## src/rtl/ex_branch_ctrl.sv

```systemverilog
// EX-stage branch resolution: flag register, condition evaluation, fetch redirect,
// post-redirect squash window, halt latch and a saturating taken-branch counter.
module ex_branch_ctrl #(
  parameter int SQUASH_CYCLES = 2,
  parameter int CNT_W         = 16
) (
  input  logic             clk,
  input  logic             rst,
  input  logic             ex_valid,
  input  logic             stall,
  input  logic             set_flags,
  input  logic             V,
  input  logic             Z,
  input  logic             N,
  input  logic             is_branch,
  input  logic [2:0]       cond,
  input  logic             is_halt,
  input  logic [15:0]      target,
  output logic             pc_sel,
  output logic [15:0]      pc_target,
  output logic             flush,
  output logic             ex_kill,
  output logic [2:0]       flags,
  output logic             halted,
  output logic [CNT_W-1:0] taken_cnt
);

  localparam int SQ_W = 2;

  typedef enum logic [1:0] {
    ST_RUN    = 2'd0,
    ST_SQUASH = 2'd1,
    ST_HALT   = 2'd2
  } state_t;

  state_t            r_state;
  state_t            w_state_nxt;
  logic [SQ_W-1:0]   r_sq_cnt;
  logic [SQ_W-1:0]   w_sq_cnt_nxt;
  logic              r_pc_sel;
  logic              r_flush;
  logic              r_ex_kill;
  logic              r_halted;
  logic [15:0]       r_pc_target;
  logic [2:0]        r_flags;
  logic [CNT_W-1:0]  r_taken_cnt;

  logic              w_accept;
  logic              w_cond_true;
  logic              w_halt_req;
  logic              w_redirect;

  assign w_accept   = (r_state == ST_RUN) && ex_valid && !stall;
  assign w_halt_req = w_accept && is_halt;
  // Halt takes precedence over a coincident taken branch.
  assign w_redirect = w_accept && is_branch && w_cond_true && !is_halt;

  // Branch condition evaluated against the registered {V,Z,N}.
  always_comb begin
    w_cond_true = 1'b0;
    case (cond)
      3'b000:  w_cond_true = !r_flags[1];
      3'b001:  w_cond_true = r_flags[1];
      3'b010:  w_cond_true = !r_flags[1] && !r_flags[0];
      3'b011:  w_cond_true = r_flags[0];
      3'b100:  w_cond_true = r_flags[1] || !r_flags[0];
      3'b101:  w_cond_true = r_flags[0] || r_flags[1];
      3'b110:  w_cond_true = r_flags[2];
      3'b111:  w_cond_true = 1'b1;
      default: w_cond_true = 1'b0;
    endcase
  end

  // Next-state logic; the squash counter runs down regardless of stall.
  always_comb begin
    w_state_nxt  = r_state;
    w_sq_cnt_nxt = r_sq_cnt;
    case (r_state)
      ST_RUN: begin
        if (w_halt_req) begin
          w_state_nxt = ST_HALT;
        end else if (w_redirect) begin
          w_state_nxt  = ST_SQUASH;
          w_sq_cnt_nxt = SQ_W'(SQUASH_CYCLES - 1);
        end else begin
          w_state_nxt = ST_RUN;
        end
      end
      ST_SQUASH: begin
        if (r_sq_cnt == {SQ_W{1'b0}}) begin
          w_state_nxt = ST_RUN;
        end else begin
          w_sq_cnt_nxt = r_sq_cnt - SQ_W'(1);
        end
      end
      ST_HALT: begin
        w_state_nxt = ST_HALT;
      end
      default: begin
        w_state_nxt  = ST_RUN;
        w_sq_cnt_nxt = {SQ_W{1'b0}};
      end
    endcase
  end

  // State register.
  always_ff @(posedge clk) begin
    if (rst) begin
      r_state  <= ST_RUN;
      r_sq_cnt <= {SQ_W{1'b0}};
    end else begin
      r_state  <= w_state_nxt;
      r_sq_cnt <= w_sq_cnt_nxt;
    end
  end

  // Registered outputs; kill/halted are decoded from the next state so they
  // line up with the cycle the FSM is actually in.
  always_ff @(posedge clk) begin
    if (rst) begin
      r_pc_sel    <= 1'b0;
      r_flush     <= 1'b0;
      r_pc_target <= 16'h0000;
      r_ex_kill   <= 1'b0;
      r_halted    <= 1'b0;
      r_flags     <= 3'b000;
      r_taken_cnt <= {CNT_W{1'b0}};
    end else begin
      r_pc_sel  <= w_redirect;
      r_flush   <= w_redirect;
      r_ex_kill <= (w_state_nxt != ST_RUN);
      r_halted  <= (w_state_nxt == ST_HALT);
      if (w_redirect) begin
        r_pc_target <= target;
      end
      if (w_accept && set_flags) begin
        r_flags <= {V, Z, N};
      end
      if (w_redirect && (r_taken_cnt != {CNT_W{1'b1}})) begin
        r_taken_cnt <= r_taken_cnt + CNT_W'(1);
      end
    end
  end

  assign pc_sel    = r_pc_sel;
  assign flush     = r_flush;
  assign pc_target = r_pc_target;
  assign ex_kill   = r_ex_kill;
  assign halted    = r_halted;
  assign flags     = r_flags;
  assign taken_cnt = r_taken_cnt;

endmodule

```

## config.mk

```make
export PLATFORM = sky130hd
export DESIGN_NAME = ex_branch_ctrl
export DESIGN_NICKNAME = d
export VERILOG_FILES = /design/src/rtl/ex_branch_ctrl.sv
export SDC_FILE = /design/constraint.sdc
export NUM_CORES = 1
export LEC_CHECK = 0
export CAP_MARGIN = 20
export CORE_UTILIZATION = 46
export CTS_BUF_LIST = sky130_fd_sc_hd__clkbuf_8
export DETAILED_ROUTE_END_ITERATION = 6
export PLACE_DENSITY = 0.82
export SYNTH_ARGS = -nofsm -noshare
export SYNTH_HDL_FRONTEND = slang
export SYNTH_SLANG_ARGS = --single-unit
```

## constraint.sdc

```tcl
create_clock -name clk -period 2.3 [get_ports clk]
set_clock_uncertainty 0.05 [all_clocks]
set_input_delay 0.46 -clock clk [delete_from_list [all_inputs] [get_ports clk]]
set_output_delay 0.46 -clock clk [all_outputs]
set_load 0.01 [all_outputs]
```

Word level (Yosys, flattened, before mapping)
Index checks and enable logic that the tools add are counted.
- register bits: 42
- input bits: 29
- output and inout bits: 39
- logic and storage cells: 54
- $add $sub $neg: 2
- equality and inequality tests: 14
- muxes and demuxes: 9
- bitwise logic cells: 1
- reduce and logical (&&, ||, !) cells: 20
- operators with widths (kind ; number):
    16-bit by 1-bit adder with 16-bit output (second input constant) ; 1
    16-bit inequality test (second input constant) ; 1
    3-bit equality test (second input constant) ; 4
    2-bit one-hot mux with 3 select lines ; 2
    2-bit 2-to-1 mux ; 5
    1-bit logical AND ; 9
    1-bit one-hot mux with 8 select lines ; 1
    3-bit by 2-bit equality test with 1-bit output (second input constant) ; 2
    2-bit inequality test (second input constant) ; 3
    2-bit equality test (second input constant) ; 2
    1-bit logical NOT ; 4
    2-bit logical NOT ; 2
    4-bit AND reduction ; 1
    3-bit by 1-bit equality test with 1-bit output (second input constant) ; 1
    3-bit logical NOT ; 1
    2-bit by 1-bit equality test with 1-bit output (second input constant) ; 1
    1-bit logical OR ; 2
    2-bit nonzero test ; 1
    2-bit by 1-bit subtractor with 2-bit output (second input constant) ; 1
    1-bit 2-to-1 mux ; 1
    1-bit NOT ; 1

Longest topological paths before layout
- depth in word-level cells: 10
- gate-level depth with buffers: 7
- gate-level depth less buffers: 7

Worst setup path after synthesis
Ideal clock, no wire load.
- path type: input to register
- start point: input port stall
- end point: register r_taken_cnt[11] (netlist: taken_cnt[11])
- library setup time: 0.121 ns
- data arrival time: 1.885 ns
- data required time: 2.129 ns
- setup slack: 0.244 ns
- cell stages on the path: 5
- path buffers: 0
- path through: nor4b_4 > o311a_1 > nand3_2 > or4_1 > mux2_4
- word-level cells in the longest chain between the ends: 6
- ends and longest elaborated chain (what ; line ; source):
    start, declared ; 10 ; input logic stall,
    1-bit logical NOT ; 53 ; assign w_accept = (r_state == ST_RUN) && ex_valid && !stall;
    1-bit logical AND ; 53 ;
    1-bit logical AND (3 in series) ; 56 ; assign w_redirect = w_accept && is_branch && w_cond_true && !is_halt;
    1-bit logical AND ; 139 ; if (w_redirect && (r_taken_cnt != {CNT_W{1'b1}})) begin
    end signal, assigned ; 127 ; r_taken_cnt <= {CNT_W{1'b0}};
    end signal, assigned ; 140 ; r_taken_cnt <= r_taken_cnt + CNT_W'(1);
    end, declared ; 46 ; logic [CNT_W-1:0] r_taken_cnt;
Every way passes these cells.
A chain may end at the register's enable or synchronous reset.

Worst setup path after layout
Same ends and word-level chain as after synthesis.

==> impl_metrics.toml <==
[worst_setup_path]
crit_slowest_cell = "or4_4"
r2r_end = "taken_cnt[11]"
crit_arrival_ps = 2390
critical-path-max-stage-delay_ps = 550
timing.rr.start = "r_state[0]"
cp-end-kind = "flip-flop"
reg2reg_depth = 5
crit_required_ps = 2440
reg2reg_setup_slack_ps = 260
cp-start-kind = "input pin"
cp_cell_sequence = "clkdlybuf4s50_1 > nor4b_4 > o311a_1 > nand3_2 > or4_4 > mux2_4"
endpoint = "taken_cnt[11]"
crit_path_max_fanout = 4
startpoint = "stall"
crit_type = "input pin to flip-flop"

[sta]
final-hold-violation-count = 0
max_freq_mhz = 445
grt_setup_unrepaired = "yes"
holdWs_ps = 405
period_minus_slack_ps = 2250
tightestPinTransition_ps = 583
drv_slew = 0
finalSetupViolCount = 0
max_slew_margin_pct = 60.7
fin_crit_sh_pct = 97.8

[clock_tree]
cts_made_buffers = 5
cts_tree = "built"
insertion_delay_ps = 290
cts-htree-levels = 2
cts_buffer_depth = 2
post-cts-setup-buffers = 0
clkTransAtPathRegs_ps = 80
clock_sinks = 42
cts-root-buf = "clkbuf_8"

[placed_design]
port_buffers = 67
placed_area_um2 = 2610
dp_hpwl_mm = 3.34
gp_congestion = 0.839

[power]
power.share.switching_pct = 21.7
p_int_mw = 1.13
switchingPower_mw = 0.315
pwr-share-seq_pct = 51.3
clock_power_share_pct = 39.9
power_frac_comb_pct = 8.7
leakage_nw = 0.947
peakVddDrop_uv = 385
power_density_nw_per_um2 = 530

[grt]
antenna_found_initial = 0
gr-total-overflow = 0
grt_pass1_vias = 1796
grt_usage_pct = 23.2
grt_pass1_wl_mm = 7.66
grt_max_degree = 27

[floorplan]
core_um2 = 3770
num_rows = 22
die_h_um = 65.6
initial_core_util_pct = 49.3
die_area_um2 = 4300
io_pins = 68
die_x_um = 65.6

[synthesis]
yosys.area_share.xor_xnor_pct = 0
syn_avg_cell_area_um2 = 8.23
synth_top_family_by_area = "simple AND/OR/NAND/NOR gates"
ys.flop_type = "dfxtp_1"
yosysWarningCount = 0
synth_compound_area_share_pct = 18.5
synth-seq-cells = 42
synth-edff-count = 0
synth.net_count = 257
syn_inst = 226
synth_cell_type_count = 36
synth-simple-area-share_pct = 29.3
synth_area_um2 = 1860
synth_mux_area_share_pct = 0.807
synth-async-reset-ratio_pct = 0
synth_seq_area_share_pct = 45.2
synthAdderAreaFrac_pct = 1.34

[run]
maxCapViolations = 0

[finish]
area_delta_synth_final_pct = 46.9
final_nets = 326
drive_gt1_share_pct = 7.43
final_cell_mix = "clkdlybuf4s50_1 (66), nand2_1 (42), dfxtp_1 (42)"
final_area_um2 = 2730
final_common_cell = "clkdlybuf4s50_1"
num_antenna_cells = 0

[worst_hold_path]
min_path_type = "flip-flop to flip-flop"
hp-start = "pc_target[7]"

[detailed_routing]
drc = 0
first_pass_iters = 4
vias = 1902
ant_nets = 0
drtIter0Drc = 103
via_per_inst = 5.53
routedWlPerCell_um = 13.5
wl_mm = 4.65

[status]
status = "finished clean"
==> cell families after synthesis <==
group,after synthesis
flops,42
buf+inv,22
fa+ha+maj,2
simple gates,100
mux,1
compound gates,59
==> Yosys cell counts (3+ instances only) <==
cell type | instances | area (µm²)
nor2_1 | 5 | 18.8
nand3_1 | 10 | 50.1
o21ai_0 | 4 | 20.0
dfxtp_1 | 42 | 841
clkbuf_1 | 10 | 37.5
or3_1 | 3 | 18.8
o31ai_1 | 9 | 67.6
and3_1 | 6 | 37.5
or4_1 | 10 | 75.1
buf_2 | 3 | 15.0
o21ai_1 | 4 | 20.0
a21oi_1 | 35 | 175
nand4_1 | 4 | 25.0
nor3_1 | 3 | 15.0
inv_1 | 8 | 30.0
nand3b_1 | 3 | 22.5
nand2_1 | 42 | 158
==> critical path: cells and delay by family <==
family          cells  cell delay, ps
mux                 1             310
simple gates        3             930
buf+inv             1             470
compound gates      1             230
==> worst min-delay path by stage <==
stage	to	slack, ps	depth (start not counted)
finish	pc_target[7]	400	2
floorplan	pc_target[0]	430	2
detailed placement	pc_target[7]	400	2
CTS	pc_target[15]	410	2
global route	pc_target[14]	420	2
global placement	pc_target[13]	390	2
==> metal layers <==
metal  global-route usage, %  up-vias  routed length, µm
li1                        -      953                  -
met1                    27.3      894               2040
met2                    37.5       51               2280
met3                    8.68        4                301
met4                    10.1        0                 33
met5                       0        -                  0
==> sequential cells by signal (all words and copies together) (netlist names) <==
name	flops
pc_target	16
r_state	2
flags	3
ex_kill	1
taken_cnt	16
r_sq_cnt	2
halted	1
flush	1
==> through the flow <==
step	power [mW]	cells	setup slack, ps	TNS (ps)	utilization, %
2_1_floorplan	0.804	226	244	0	-
3_3_place_gp	0.885	336	-213	-1690	69.2
3_5_place_dp	0.887	336	-272	-2410	69.2
4_1_cts	1.46	344	44.7	0	72.1
5_1_grt	1.51	344	-0.185	-0.185	72.5
6_report	1.45	344	50.6	0	72.5
==> power by group through the flow <==
stage               logic (mW)  clock network, mW  registers [mW]
global placement         0.125                  0           0.760
CTS                      0.127              0.590           0.743
finish                   0.127              0.578           0.743
detailed placement       0.126                  0           0.760
global route             0.138              0.626           0.745
floorplan               0.0404                  0           0.763
==> area by class of cell <==
class	count	area [µm²]
fill	305	1040
multi-input combinational	162	933
sequential	42	841
timing repair buffer	76	761
clock buffer	5	68.8
tap	48	60.1
clock inverter	3	40.0
inverter	8	30.0
==> what timing repair did <==
action / CTS / global route
endpoints found under the setup margin: 0 / 5
resized for setup: 0 / 4
hold buffers: 0 / 0
(Power assumes the default switching activity.)
